### src/rtl/seg7_scan_driver.sv
// seg7_scan_driver: time-multiplexed driver for a bank of common-select
// 7-segment digits. A shadow register holds the displayed value. A prescaler
// paces the digit pointer, and seg/an are registered one cycle behind it.
// Binary mode shows one bit per digit and hex mode shows one nibble per digit.
// Optional blanking suppresses leading zero digits.
module seg7_scan_driver #(
  parameter int DIGITS      = 4,
  parameter int WIDTH       = 16,
  parameter int REFRESH_DIV = 50000,
  localparam int IDXW       = (DIGITS > 1) ? $clog2(DIGITS) : 1,
  localparam int PW         = (REFRESH_DIV > 1) ? $clog2(REFRESH_DIV) : 1
) (
  input  logic              clk,
  input  logic              rst_n,
  input  logic [WIDTH-1:0]  value,
  input  logic              load,
  input  logic              mode,
  input  logic              blank_en,
  output logic [6:0]        seg,
  output logic [DIGITS-1:0] an,
  output logic [IDXW-1:0]   digit_idx
);

  // Segment pattern for a 4-bit digit value, active-high, bit 6 = a ... bit 0 = g.
  function automatic logic [6:0] glyph(input logic [3:0] d);
    logic [6:0] g;
    case (d)
      4'h0:    g = 7'b1111110;
      4'h1:    g = 7'b0110000;
      4'h2:    g = 7'b1101101;
      4'h3:    g = 7'b1111001;
      4'h4:    g = 7'b0110011;
      4'h5:    g = 7'b1011011;
      4'h6:    g = 7'b1011111;
      4'h7:    g = 7'b1110000;
      4'h8:    g = 7'b1111111;
      4'h9:    g = 7'b1111011;
      4'hA:    g = 7'b1110111;
      4'hB:    g = 7'b0011111;
      4'hC:    g = 7'b1001110;
      4'hD:    g = 7'b0111101;
      4'hE:    g = 7'b1001111;
      4'hF:    g = 7'b1000111;
      default: g = 7'b0000000;
    endcase
    return g;
  endfunction

  logic [WIDTH-1:0]  shadow_r;
  logic [PW-1:0]     presc_r;
  logic              presc_last_s;
  logic              idx_last_s;
  logic [31:0]       shadow_ext_s;
  logic [7:0]        shamt_s;
  logic [31:0]       shifted_s;
  logic              in_range_s;
  logic              blank_s;
  logic [3:0]        digit_val_s;
  logic [6:0]        seg_next_s;
  logic [DIGITS-1:0] one_s;
  logic [DIGITS-1:0] an_next_s;

  // Terminal-count detection for the dwell counter and the digit pointer.
  always_comb begin
    presc_last_s = (presc_r == PW'(REFRESH_DIV - 1));
    idx_last_s   = (digit_idx == IDXW'(DIGITS - 1));
  end

  // Shadow capture of the displayed value.
  always_ff @(posedge clk) begin
    if (!rst_n) begin
      shadow_r <= {WIDTH{1'b0}};
    end else if (load) begin
      shadow_r <= value;
    end
  end

  // Dwell prescaler and digit pointer, which advances once per REFRESH_DIV cycles.
  always_ff @(posedge clk) begin
    if (!rst_n) begin
      presc_r   <= {PW{1'b0}};
      digit_idx <= {IDXW{1'b0}};
    end else if (presc_last_s) begin
      presc_r   <= {PW{1'b0}};
      digit_idx <= idx_last_s ? {IDXW{1'b0}} : digit_idx + IDXW'(1);
    end else begin
      presc_r   <= presc_r + PW'(1);
    end
  end

  // Select the current digit's source bits, then decide range, blanking and glyph.
  // shifted_s holds this digit and everything above it, so a zero shifted_s
  // means this digit and every higher in-range digit are zero.
  always_comb begin
    shadow_ext_s                = 32'd0;
    shadow_ext_s[WIDTH-1:0]     = shadow_r;
    shamt_s                     = mode ? (8'(digit_idx) << 2) : 8'(digit_idx);
    shifted_s                   = shadow_ext_s >> shamt_s;
    in_range_s                  = (shamt_s < 8'(WIDTH));
    digit_val_s                 = mode ? shifted_s[3:0] : {3'b000, shifted_s[0]};
    blank_s                     = blank_en && (digit_idx != {IDXW{1'b0}}) && (shifted_s == 32'd0);
    if (!in_range_s) begin
      seg_next_s = 7'b0000000;
    end else if (blank_s) begin
      seg_next_s = 7'b0000000;
    end else begin
      seg_next_s = glyph(digit_val_s);
    end
    one_s      = {DIGITS{1'b0}};
    one_s[0]   = 1'b1;
    an_next_s  = one_s << digit_idx;
  end

  // Registered display outputs, one cycle behind digit_idx.
  always_ff @(posedge clk) begin
    if (!rst_n) begin
      seg <= 7'b0000000;
      an  <= {DIGITS{1'b0}};
    end else begin
      seg <= seg_next_s;
      an  <= an_next_s;
    end
  end

endmodule

### config.mk
export PLATFORM = sky130hd
export DESIGN_NAME = seg7_scan_driver
export DESIGN_NICKNAME = d
export VERILOG_FILES = /design/src/rtl/seg7_scan_driver.sv
export SDC_FILE = /design/constraint.sdc
export NUM_CORES = 1
export LEC_CHECK = 0
export ABC_AREA = 1
export CORE_AREA = 4 4 85 126
export DETAILED_ROUTE_END_ITERATION = 8
export DIE_AREA = 0 0 89 130
export HOLD_SLACK_MARGIN = 0.12
export PLACE_DENSITY = 0.47
export SLEW_MARGIN = 40
export SYNTH_ARGS = -nofsm -noshare
export SYNTH_HDL_FRONTEND = slang
export SYNTH_SLANG_ARGS = --single-unit
### constraint.sdc
create_clock -name clk -period 2.58 [get_ports clk]
set_clock_uncertainty 0.1 [all_clocks]
set_input_delay 0.774 -clock clk [delete_from_list [all_inputs] [get_ports clk]]
set_output_delay 0.774 -clock clk [all_outputs]
set_load 0.1 [all_outputs]
==> results of run 1 <==
[power groups by stage]
stage | Clock (mW) | Combinational [mW] | Sequential (mW)
floorplan | 0 | 0.152 | 0.834
global placement | 0 | 0.339 | 0.762
detailed placement | 0 | 0.339 | 0.761
CTS | 0.755 | 0.345 | 0.745
global route | 0.782 | 0.377 | 0.748
finish | 0.728 | 0.344 | 0.745
[cell usage in the layout, fill, tap and decap left out, types with 2 or more instances in the layout]
cell                              netlist  layout
sky130_fd_sc_hd__nand3_1               63      60
sky130_fd_sc_hd__dfxtp_1               45      43
sky130_fd_sc_hd__nor3_1                 6       6
sky130_fd_sc_hd__nand2_1               96      96
sky130_fd_sc_hd__ha_1                  10      10
sky130_fd_sc_hd__clkdlybuf4s50_1        0      19
sky130_fd_sc_hd__nor2_1                40      40
sky130_fd_sc_hd__xor2_1                 4       4
sky130_fd_sc_hd__inv_1                 34      34
sky130_fd_sc_hd__inv_2                  7       5
sky130_fd_sc_hd__nand2_2               12      11
sky130_fd_sc_hd__buf_4                  1      60
sky130_fd_sc_hd__nor2_2                 9       8
sky130_fd_sc_hd__dfxtp_2                0       2
sky130_fd_sc_hd__nand2_4                3       3
sky130_fd_sc_hd__nand4_1               10      10
sky130_fd_sc_hd__nand3_4                3       3
sky130_fd_sc_hd__nand3_2                4       7
sky130_fd_sc_hd__a21oi_1               23      22
sky130_fd_sc_hd__clkinv_4               0       2
sky130_fd_sc_hd__clkbuf_16              0       5
sky130_fd_sc_hd__o21ai_0               25      25
[worst max path at each step]
| stage | endpoint | slack [ps] | start | cells past startpoint |
|---|---|---|---|---|
| global route | seg[3]$_SDFF_PP0_ | 5 | mode | 18 |
| global placement | seg[3]$_SDFF_PP0_ | -630 | mode | 17 |
| detailed placement | seg[0]$_SDFF_PP0_ | -610 | mode | 15 |
| floorplan | seg[1]$_SDFF_PP0_ | 40 | mode | 15 |
| finish | seg[3]$_SDFF_PP0_ | 190 | mode | 18 |
| CTS | seg[3]$_SDFF_PP0_ | 40 | mode | 18 |
[cell type report]
type                    instances  area share (%)
repair inverters                1           0.200
repair buffers                 82            18.2
clock inverters                 2            1.03
multi-input cells             316            44.9
inverters                      41            4.37
clock buffers                   6            3.43
well taps                     115            3.83
flip-flops and latches         45            24.1
[cells by family after synthesis]
family                   count (synthesis)  share of synthesized area (%)
AND/OR/NAND/NOR                        251                           43.3
buffers and inverters                   56                           9.63
AO/OA/AOI/OAI                           50                           9.10
flip-flops                              45                           32.0
adder cells (fa/ha/maj)                 10                           4.44
XOR/XNOR                                 4                           1.24
multiplexers                             1                          0.355
[stage by stage]
stage                     hold WS, ps  area, um^2
after global routing              375        3750
after CTS                         350        3720
after global placement            330        3520
final                             344        3750
after detailed placement          340        3520
after floorplan                   318        2820
[sequential cells by signal, summed over array words and instances (netlist names)]
| signal | flops |
|---|---|
| an | 4 |
| presc_r | 16 |
| digit_idx | 2 |
| shadow_r | 16 |
| seg | 7 |
[timing repair]
| action | CTS | global route |
|---|---|---|
| setup buffers | 1 | 0 |
| gates cloned | 1 | 0 |
| endpoints found under the setup margin | 7 | 7 |
| resized for setup | 8 | 11 |
| hold buffers | 0 | 0 |
[metal layers]
| layer | up-vias | share of wire (%) | global-route usage [%] |
|---|---|---|---|
| li1 | 1521 | - | - |
| met1 | 1242 | 44 | 15.7 |
| met2 | 35 | 52 | 24.5 |
| met3 | 6 | 3.1 | 2.53 |
| met4 | 0 | 1.4 | 4.03 |
| met5 | - | 0 | 0 |
[worst reg2reg max path, cell delays in order, from the launching register on]
cell	delay [ps]
sky130_fd_sc_hd__dfxtp_2	590
sky130_fd_sc_hd__inv_2	130
sky130_fd_sc_hd__nor2_4	140
sky130_fd_sc_hd__nand2_1	90
sky130_fd_sc_hd__nand3_1	100
sky130_fd_sc_hd__nand2_2	70
sky130_fd_sc_hd__nand2_2	60
sky130_fd_sc_hd__nand2_1	50
sky130_fd_sc_hd__nand2_1	60
sky130_fd_sc_hd__nand2_1	110
sky130_fd_sc_hd__ha_1	330
sky130_fd_sc_hd__inv_1	60
sky130_fd_sc_hd__nand4_1	80
sky130_fd_sc_hd__nand2_1	80
sky130_fd_sc_hd__nand2_1	40
sky130_fd_sc_hd__nand2_1	60
sky130_fd_sc_hd__inv_1	50
sky130_fd_sc_hd__nor2_2	60
==> flow_results.org, run 1 <==
** Outcome
- Result of the run :: finished clean

** Cells and area
- Area occupied by multi-input gates :: 1680 um^2
- Once layout is complete, the utilization of the core stands at 39.0%.
- Area occupied by registers :: 903 um^2
- NumNets Final :: 523
- The layout has ~1000 filler cells.
- Leaving out filler cells and counting taps, the final layout contains 608.
- 0 antenna diodes ended up in the layout.
- Fraction of final layout cells sized beyond drive strength 1 :: 24.1%
- Relative to the synthesized area, the layout overhead comes to 33.2%.

** Logic synthesis
- Per-instance average area after synthesis :: 6.76 um^2
- The share of the Yosys chip area taken by registers is 32.0%.
- sky130_fd_sc_hd__dfxtp_1 takes more of the synthesized area than any other cell.
- After synthesis, the share of flip-flops with an asynchronous set or reset is 0%.
- Yosys printed 0 warnings.
- Summing every instance area after synthesis gives 2820 um^2.
- Number of unique standard cell types used by synthesis :: 30
- Number of standard cells after synthesis :: 417
- In the post-synthesis netlist, the cell with the most instances is sky130_fd_sc_hd__nand2_1.
- Yosys top cell area share :: a little under a third
- Number of flops mapped to enable cells by yosys :: 0
- Number of nets produced by synthesis :: 448
- Synth Register Bits :: 45
- Among all flip-flop cells after synthesis, the most frequent one is sky130_fd_sc_hd__dfxtp_1.
- Leading cell types by total area after synthesis :: sky130_fd_sc_hd__dfxtp_1, sky130_fd_sc_hd__nand2_1, sky130_fd_sc_hd__nand3_1
- Most frequent cells after synthesis :: sky130_fd_sc_hd__nand2_1, sky130_fd_sc_hd__nand3_1, sky130_fd_sc_hd__dfxtp_1, sky130_fd_sc_hd__nor2_1, sky130_fd_sc_hd__inv_1

** Power
- Sw Ratio :: between 20% and 30%
- The share of total power dissipated in combinational logic is 18.9%.
- In this run the static leakage power is 1.72 nW.
- Total power :: 1.82 mW
- The worst-case IR drop observed on VDD is 0.406 mV.
- Of the total power, the clock network draws 40.1%.
- Part of the total power dissipated in sequential elements :: 41.0%
- In this run the power density over the cells is 484 nW/um^2.
- Internal power summed over all cells :: roughly 1.3 mW
- Switching power summed over all nets :: about 0.50 mW

** Detailed routing
- Wire length reported by the detailed router :: 7380 um
- Antenna Nets Post-Route :: 0
- 1st-iter DRT viols :: slightly above 80
- Dividing the detail-routed via count by the number of cells gives 4.61.
- The pre-antenna-repair detailed-routing pass consisted of 4 iterations.
- DRC violations left :: 0
- In the final routed layout, each cell accounts on average for 12.1 um.
- Detailed-route via count :: roughly 2800

** Worst setup path
- Maximum fanout along the worst path :: 4
- Startpoint Class :: input port
- Largest stage delay on the critical path :: about 330 ps
- The endpoint identified for the worst register-to-register timing path is seg[3]$_SDFF_PP0_.
- The number of cells on the worst reg-to-reg path is 17.
- Ordered list of cells on the worst path :: clkbuf_4 -> buf_4 -> nor2_4 -> nand2_1 -> nand3_1 -> nand2_2 -> nand2_2 -> nand2_1 -> nand2_1 -> nand2_1 -> ha_1 -> inv_1 -> nand4_1 -> nand2_1 -> nand2_1 -> nand2_1 -> inv_1 -> nor2_2
- For the worst setup path, the data arrival time is 2520 ps.
- Grouping stages by cell kind, the critical path spends the most delay in simple AND/OR/NAND/NOR gates.
- For the worst setup path, the data required time is between 2000 and 3000 ps.
- Setup slack on the worst reg-to-reg path comes out at 280 ps.
- Counting both buffers and inverters, the worst setup path holds a total of 4.
- The worst setup path is of the input port to register kind.
- Max stage delay cell, worst path :: sky130_fd_sc_hd__ha_1
- The worst setup path is captured at a register.
- The startpoint identified for the worst register-to-register timing path is digit_idx[0]$_SDFFE_PN0P_.
- Cell seen most often among critical-path stages :: sky130_fd_sc_hd__nand2_1

** Clocking
- Clock latency reported for the late side of the worst-skew pair :: around 290 ps
- Clock sinks :: between 40 and 50
- The tree is rooted in a sky130_fd_sc_hd__clkbuf_16.
- Maximum number of buffers from clock root to sink :: 2
- Reg clk slew, reported paths :: ~60 ps
- In this run, CTS created clock tree buffers numbering 5.
- CTS tree :: built
- Level count of the clock H-tree :: 2

** Timing
- Setup repair after global routing missed its margin :: no
- At the pin with the least slew margin, the transition time is 459 ps.
- Total setup violations reported at the end of the flow :: 0
- Counting I/O delays and the setup requirement, the final critical path takes 2390 ps.
- After layout, the worst setup slack is 189 ps.
- Dividing the final minimum period by the clock period gives between 90% and 100%.
- Accumulated negative setup slack :: 0 ps
- F_max :: ~420 MHz
- Number of hold-slack violations in the final timing report :: 0
- Number of slew-limit violations in the final report :: 0
- In this run the tightest slew margin relative to its limit is about 70%.

** Die
- For this configuration, the core starts out at a cell density of just under 30%.
- Measured along the y axis, the die boundary spans approximately 130 um.
- Total Die Area :: 11600 um^2
- Count of pins on the block boundary :: 34
- The floorplan has 44 rows.
- Area of the core :: just under 10000 um^2
- From left edge to right edge, the die measures just under 90 um.

** Placement
- Summed over all nets, the half-perimeter wirelength after detailed placement is about 5900 um.
- Number of port buffers :: 33
- Global placement routability congestion :: 0.782
- At the placement stage, the worst setup path has a slack of -610 ps.
- Counting tap cells, the placed design contains a total of 598 instances.

** Global routing
- Entering global routing, the biggest net connects 20 pins.
- After global routing the overflow that remains totals 0.
- The via count of the first global-routing pass is roughly 2700.
- Total track usage :: between 10% and 20%
- Wire length of the first global-routing pass :: ~12000 um
- The number of antenna violations at the first check in global routing was 0.

** Min path
- Critical hold path startpoint :: presc_r[0]$_SDFF_PP0_
- The path class of the tightest hold or removal check is register to register.
- Worst Hold Path EP :: presc_r[0]$_SDFF_PP0_
- Counting instances, the worst hold path has a depth of 1.

** Run
- Number of maximum-capacitance constraint violations :: 0
No activity file was read; power rests on OpenSTA's default activity.
==> run 2: changes to the inputs <==
- HOLD_SLACK_MARGIN: 0.12 -> unset
==> results of run 2 <==
Same layout as run 1: the final DEF is identical, and so are final timing and power.
==> run 3: changes to the inputs <==
- CTS_BUF_LIST: unset -> sky130_fd_sc_hd__clkbuf_16
- PLACE_DENSITY: 0.47 -> 0.45
- RECOVER_POWER: unset -> 50
- clock period: 2.58 -> 2.3 ns (I/O delays scaled with it)
==> flow_results.org, run 3 (synthesized netlist as in run 1, its figures left out) <==
** Clocking
- The clock-pin slew reported for the worst setup and hold paths after clock tree synthesis is 70 ps (about the same).
- CTS Buf Count :: 5 (unchanged)
- The clock insertion delay at the later pin of the skew report is 290 ps (about the same).
- The tree is rooted in a sky130_fd_sc_hd__clkbuf_16.
- Clock sinks :: 45 (unchanged)
- TritonCTS built the clock tree.
- The deepest level of the CTS H-tree was 2 (unchanged).
- Maximum number of buffers from clock root to sink :: 2 (unchanged)

** Power
- The power density over the cells came to 496 nW/um^2 (+2.5%).
- Total power :: 1.96 mW (+8.0%)
- The worst IR drop on VDD is 0.378 mV (-6.9%).
- The reported leakage power came to 1.75 nW (+1.6%).

** Detailed routing
- The number of optimization iterations in the first detailed-route pass came to 4 (unchanged).
- 1st-iter DRT viols :: 126 (+54%)
- Total met3 wirelength after detailed routing :: 306 um (+35%)
- WL met2 :: 4200 um (+10%)
- The total vias in the final route was 2888 (+3.0%).
- Detailed-route wire length on metal 1 :: 3300 um (+1.8%)
- The highest metal layer carrying signal wires in the routed design is met4.
- The via-per-instance ratio was 4.78 (+3.7%).
- DRC violations left :: 0 (unchanged)
- The final routed wirelength across all metal layers came to 7960 um (+7.9%).
- The mean routed wirelength per cell came to 13.2 um (+8.6%).
- The remaining antenna violation count after routing is 0 (unchanged).

** Timing
- Accumulated negative setup slack :: 0 ps (unchanged)
- The number of max-slew violations in the final report was 0 (unchanged).
- The setup-violating endpoint count in the final report came to 0 (unchanged).
- Setup repair after global routing missed its margin :: yes
- Share of the clock period used by the worst path :: 96.1%
- The number of hold violations in the final report was 0 (unchanged).
- Slew at the pin closest to its max-slew limit :: 549 ps (+90.4 ps)
- For this run, the top clock speed supported by timing is 452 MHz.
- Worst-case headroom to the max-slew limit :: 63.5% (-5.6 points)
- The worst path needs ~2200 ps of the cycle, external delays included.

** Cells and area
- The share of post-route cells with drive strength above 1 came to 29.4% (+5.3 points).
- The count of fill cells added during filler insertion was 1048 (+0.38%).
- Leaving out fill and tap cells, the most frequent cells in the layout are sky130_fd_sc_hd__nand2_1, sky130_fd_sc_hd__nand3_1, sky130_fd_sc_hd__dfxtp_1, sky130_fd_sc_hd__buf_4, sky130_fd_sc_hd__nor2_1.
- Post-synthesis to final-layout area growth :: 40.3%
- In the final layout, the registers with the most flip-flops are presc_r (16), shadow_r (16), seg (7).
- NumNets Final :: 519 (-0.76%)
- Design area :: 3960 um^2 (+5.4%)
- The total inserted antenna cells came to 0 (unchanged).
- Most common cell after layout, fill and taps aside :: sky130_fd_sc_hd__nand2_1

** Worst setup path
- By startpoint and endpoint, the worst setup path is classified as input port to register.
- Arrival @ worst endpoint :: 2350 ps (-170 ps)
- Max stage delay cell, worst path :: sky130_fd_sc_hd__nand3_4
- The critical path buffer and inverter count is 6 (+2).
- Capturing element type of the critical path :: register
- STA classifies the critical path startpoint as an input port.
- Kind of cell adding the most delay to the critical path :: simple AND/OR/NAND/NOR gates
- The data required time of the worst path is 2440 ps (-270 ps).
- Ordered list of cells on the worst path :: buf_4 -> clkinv_8 -> nand2_4 -> buf_8 -> nand3_2 -> nand3_2 -> nand3_4 -> nand3_4 -> inv_4 -> ha_4 -> inv_1 -> nand4_1 -> nand2_1 -> nand2_1 -> nand2_1 -> inv_1 -> nor2_2
- Largest stage delay on the critical path :: 150 ps (-180 ps)
- Maximum fanout along the worst path :: 10 (+6)
- Critical register-to-register path startpoint :: digit_idx[0]$_SDFFE_PN0P_
- The critical path starts at mode.
- By instance count, the cell type seen most on the critical path is sky130_fd_sc_hd__nand2_1.

** Global routing
- Pin count of the biggest net entering global routing :: 23 (+15%)
- The residual overflow from global routing is 0 (unchanged).
- Total track usage :: 14.4% (+0.90 points)
- The via count of the first global-routing pass was 2803 (+4.7%).
- Antenna violations before repair :: 0 (unchanged)
- The global-route wire length before repair is 13100 um (+6.8%).

** Placement
- The count of buffers inserted at the top-level ports came to 33 (unchanged).
- The final weighted congestion in routability-driven placement is 0.815 (+4.2%).
- HPWL reported at the end of detailed placement :: 6130 um (+3.6%)
- Placed Instance Area :: 3560 um^2 (+1.1%)

** Outcome
- Result of the run :: finished clean

** Die
- The number of rows in the core area came to 44 (unchanged).
- The standard cell core area came to 9630 um^2 (unchanged).
- Overall die width :: 89 um (unchanged)
- Initial Util :: 29.3% (unchanged)
- Count of pins on the block boundary :: 34 (unchanged)
- Floorplan die height :: 130 um (unchanged)
- Total Die Area :: 11600 um^2 (unchanged)

** Min path
- Critical hold path startpoint :: presc_r[0]$_SDFF_PP0_
- Hold WC Path Type :: register to register

** Run
- The max-capacitance violation count came to 0 (unchanged).
[run 3: stage by stage]
step | worst slack, ps | hold slack [ps] | util, % | cells
global route | -4.94 | 367 | 41.1 | 604
finish | 89.0 | 346 | 41.1 | 604
detailed placement | -751 | 339 | 36.9 | 591
global placement | -726 | 330 | 36.9 | 591
CTS | 6.92 | 348 | 39.8 | 603
floorplan | 24.1 | 318 | - | 417
[run 3: worst paths after layout]
path,slack (ps),depth (start not counted),endpoint
max,90,17,seg[3]$_SDFF_PP0_
min reg2reg,350,1,presc_r[0]$_SDFF_PP0_
min,350,1,presc_r[0]$_SDFF_PP0_
max reg2reg,130,15,seg[3]$_SDFF_PP0_
[run 3: where the power goes]
part / internal (mW) / switching [mW] / total (mW)
combinational: 0.148 / 0.261 / 0.409
clock: 0.405 / 0.315 / 0.720
sequential: 0.813 / 0.0210 / 0.834
total: 1.37 / 0.597 / 1.96
[run 3: cell type report]
| type | instances | area (um^2) | share of cell area [%] |
|---|---|---|---|
| Multi-Input combinational cell | 317 | 1890 | 47.7 |
| Sequential cell | 45 | 908 | 23.0 |
| Timing Repair Buffer | 78 | 693 | 17.5 |
| Inverter | 41 | 176 | 4.46 |
| Tap cell | 115 | 144 | 3.64 |
| Clock buffer | 5 | 125 | 3.16 |
| Clock inverter | 3 | 21.3 | 0.538 |
[run 3: metal layers]
layer | up-vias | GRT usage, %
met4 | 0 | 5.87
met2 | 57 | 25.7
met3 | 12 | 2.40
met5 | - | 0
met1 | 1312 | 16.6
li1 | 1507 | -
[run 3: timing repair]
| item | in CTS | in global routing |
|---|---|---|
| endpoints found under the setup margin | 7 | 7 |
| pin swaps | 4 | 20 |
| hold buffers | 0 | 0 |
| endpoints found under the hold margin | 0 | 0 |
| cloned | 2 | 0 |
| setup buffers | 2 | 1 |
| resized for setup | 22 | 32 |
==> patch (settings of run 1) <==
Reset style: asynchronous (`rst_n`), changed in 3 clocked blocks.
--- a/src/rtl/seg7_scan_driver.sv
+++ b/src/rtl/seg7_scan_driver.sv
@@ -67,7 +67,7 @@
   end
 
   // Shadow capture of the displayed value.
-  always_ff @(posedge clk) begin
+  always_ff @(posedge clk or negedge rst_n) begin
     if (!rst_n) begin
       shadow_r <= {WIDTH{1'b0}};
     end else if (load) begin
@@ -76,7 +76,7 @@
   end
 
   // Dwell prescaler and digit pointer, which advances once per REFRESH_DIV cycles.
-  always_ff @(posedge clk) begin
+  always_ff @(posedge clk or negedge rst_n) begin
     if (!rst_n) begin
       presc_r   <= {PW{1'b0}};
       digit_idx <= {IDXW{1'b0}};
@@ -112,7 +112,7 @@
   end
 
   // Registered display outputs, one cycle behind digit_idx.
-  always_ff @(posedge clk) begin
+  always_ff @(posedge clk or negedge rst_n) begin
     if (!rst_n) begin
       seg <= 7'b0000000;
       an  <= {DIGITS{1'b0}};
Behaviour: differs if rst_n is asserted again (counterexample within 4 cycles, from zero or initial values and one cycle with rst_n low); with rst_n held inactive, the same outputs for 10 cycles.
==> patch against run 1 <==
Final cell count decreased by 6.6%; routed wire length decreased by 8.1%; area after synthesis is 2.9% lower; worst setup slack better by 12 ps; cell area shrank 4.0%; total power decreased by 1.4%; sequential cell count unchanged.
==> patch: results (changes against run 1) <==
status: finished, final reports clean (unchanged)
Final GP Congestion: 0.8695 (was 0.7818)
Tightest Hold Check Type: in -> async (was reg -> reg)
largest net degree at the start of global routing: 33 (was 20)
Root Buffer: clkbuf_16 (unchanged)
worst slack, placed: -392.7 ps (was -610.3 ps)
largest registers: presc_r (16), shadow_r (16), seg (7) (unchanged)
Arr. time, crit path: 2470 ps (was 2520 ps)
top cells by area, synth: dfrtp_1, nand2_1, nand3_1 (was dfxtp_1, nand2_1, nand3_1)
post-DP HPWL: 5468 um (was 5919 um)
post-synthesis sequential area ratio: 41.13% (was 31.96%)
Post-Syn Nets: 418 (was 448)
CTS buffer count: 5 (unchanged)
Leak: 1.834 nW (was 1.718 nW)
Setup crit start: mode (unchanged)
synth cell count leaders: nand2_1, nand3_1, dfrtp_1 (was nand2_1, nand3_1, dfxtp_1)
clock latency on the worst-skew pair: 290 ps (about the same)
Worst slew margin: 65.91% (was 69.15%)
Max rail drop VDD: 0.0003437 V (was 0.0004058 V)
# diodes: 0 (unchanged)
Vias/cell: 4.570 (was 4.612)
Tot GR Track Use: 12.99% (was 13.46%)
Layout fillers: 1037 (was 1044)
fin nets: 482 (was 523)
drt total wl: 6777 um (was 7376 um)
vias in the first global route: 2645 (was 2676)
Async SR Flop Fraction: 100.0% (was 0%)
Main synth FF type: dfrtp_1 (was dfxtp_1)
Iteration-0 DRC Markers: 52 (was 82)
CP Max Fanout: 5 (was 4)
layout cells sized above 1: 17.00% (was 24.14%)
Cell variety after synth: 28 (was 30)
reg-to-reg startpoint: presc_r[0] (was digit_idx[0])
first-pass GRT wire length: 11800 um (was 12290 um)
[patch: cell count changes in the layout (fill, tap and decap cells not counted), sizes merged, moves of 4 or more]
cell	before	now
nor3	7	3
inv	40	50
a21oi	23	8
nand3	70	62
nor2	49	36
nand4	10	5
dfrtp	0	45
dfxtp	45	0
buf	62	47
nand2	111	123
[patch: layer usage]
metal	track usage [%]	wire length [um]	part of all wire [%]
met5	0	0	0
met4	6.398	203	3.0
met3	2.527	234	3.5
met2	22.92	3551	52
met1	14.66	2788	41
[patch: logic make-up after synthesis]
| family | share of synthesized area [%] |
|---|---|
| AND/OR/NAND/NOR | 37.71 |
| buffers and inverters | 8.820 |
| flip-flops | 41.13 |
| AO/OA/AOI/OAI | 7.267 |
| adder cells (fa/ha/maj) | 4.113 |
| XOR/XNOR | 0.9600 |
[patch: area by class of cell]
class | instances | area [um2] | area share [%]
Timing Repair Buffer | 66 | 584.3 | 16.22
Multi-Input combinational cell | 286 | 1411 | 39.18
Sequential cell | 45 | 1127 | 31.30
Clock buffer | 5 | 125.1 | 3.473
Inverter | 48 | 185.2 | 5.141
Clock inverter | 3 | 25.02 | 0.6947
Tap cell | 115 | 143.9 | 3.994
[patch: report_power, final]
part	internal, mW	switching (mW)
clock	0.366	0.297
sequential	0.742	0.0149
combinational	0.122	0.249
[patch: through the flow]
stage,TNS [ps],cells,instance area [um2]
after floorplan,0,388,2739
after global placement,-2703,559,3392
after detailed placement,-2499,559,3392
after CTS,0,568,3590
after global routing,0,568,3602
final,0,568,3602
[patch: timing repair]
| action | in CTS | in global routing |
|---|---|---|
| buffers inserted | 1 | 0 |
| setup endpoints to repair | 6 | 3 |
| resized for setup | 11 | 5 |
| pin swaps | 2 | 2 |
[patch: critical path, stage by stage]
cell and delay [ps]:
dlygate4sd2_1 270, buf_4 180, nor2_4 170, nand2_1 90
nand3_1 100, nand3_1 80, nand2_1 80, nand2_1 60
nand2_2 100, inv_1 50, ha_2 190, inv_1 70
nand2_1 70, nand2_1 60, nand2_1 50, nand2_1 50
inv_1 30
[patch: worst paths after layout]
kind	depth (start not counted)	slack (ps)	to
hold reg to reg	1	360	presc_r[0]
hold / removal	1	340	presc_r[6]
setup / recovery	17	200	seg[4]
max in group asynchronous	2	1520	shadow_r[0]
setup reg to reg	12	440	presc_r[12]
min in group clk	1	360	presc_r[0]
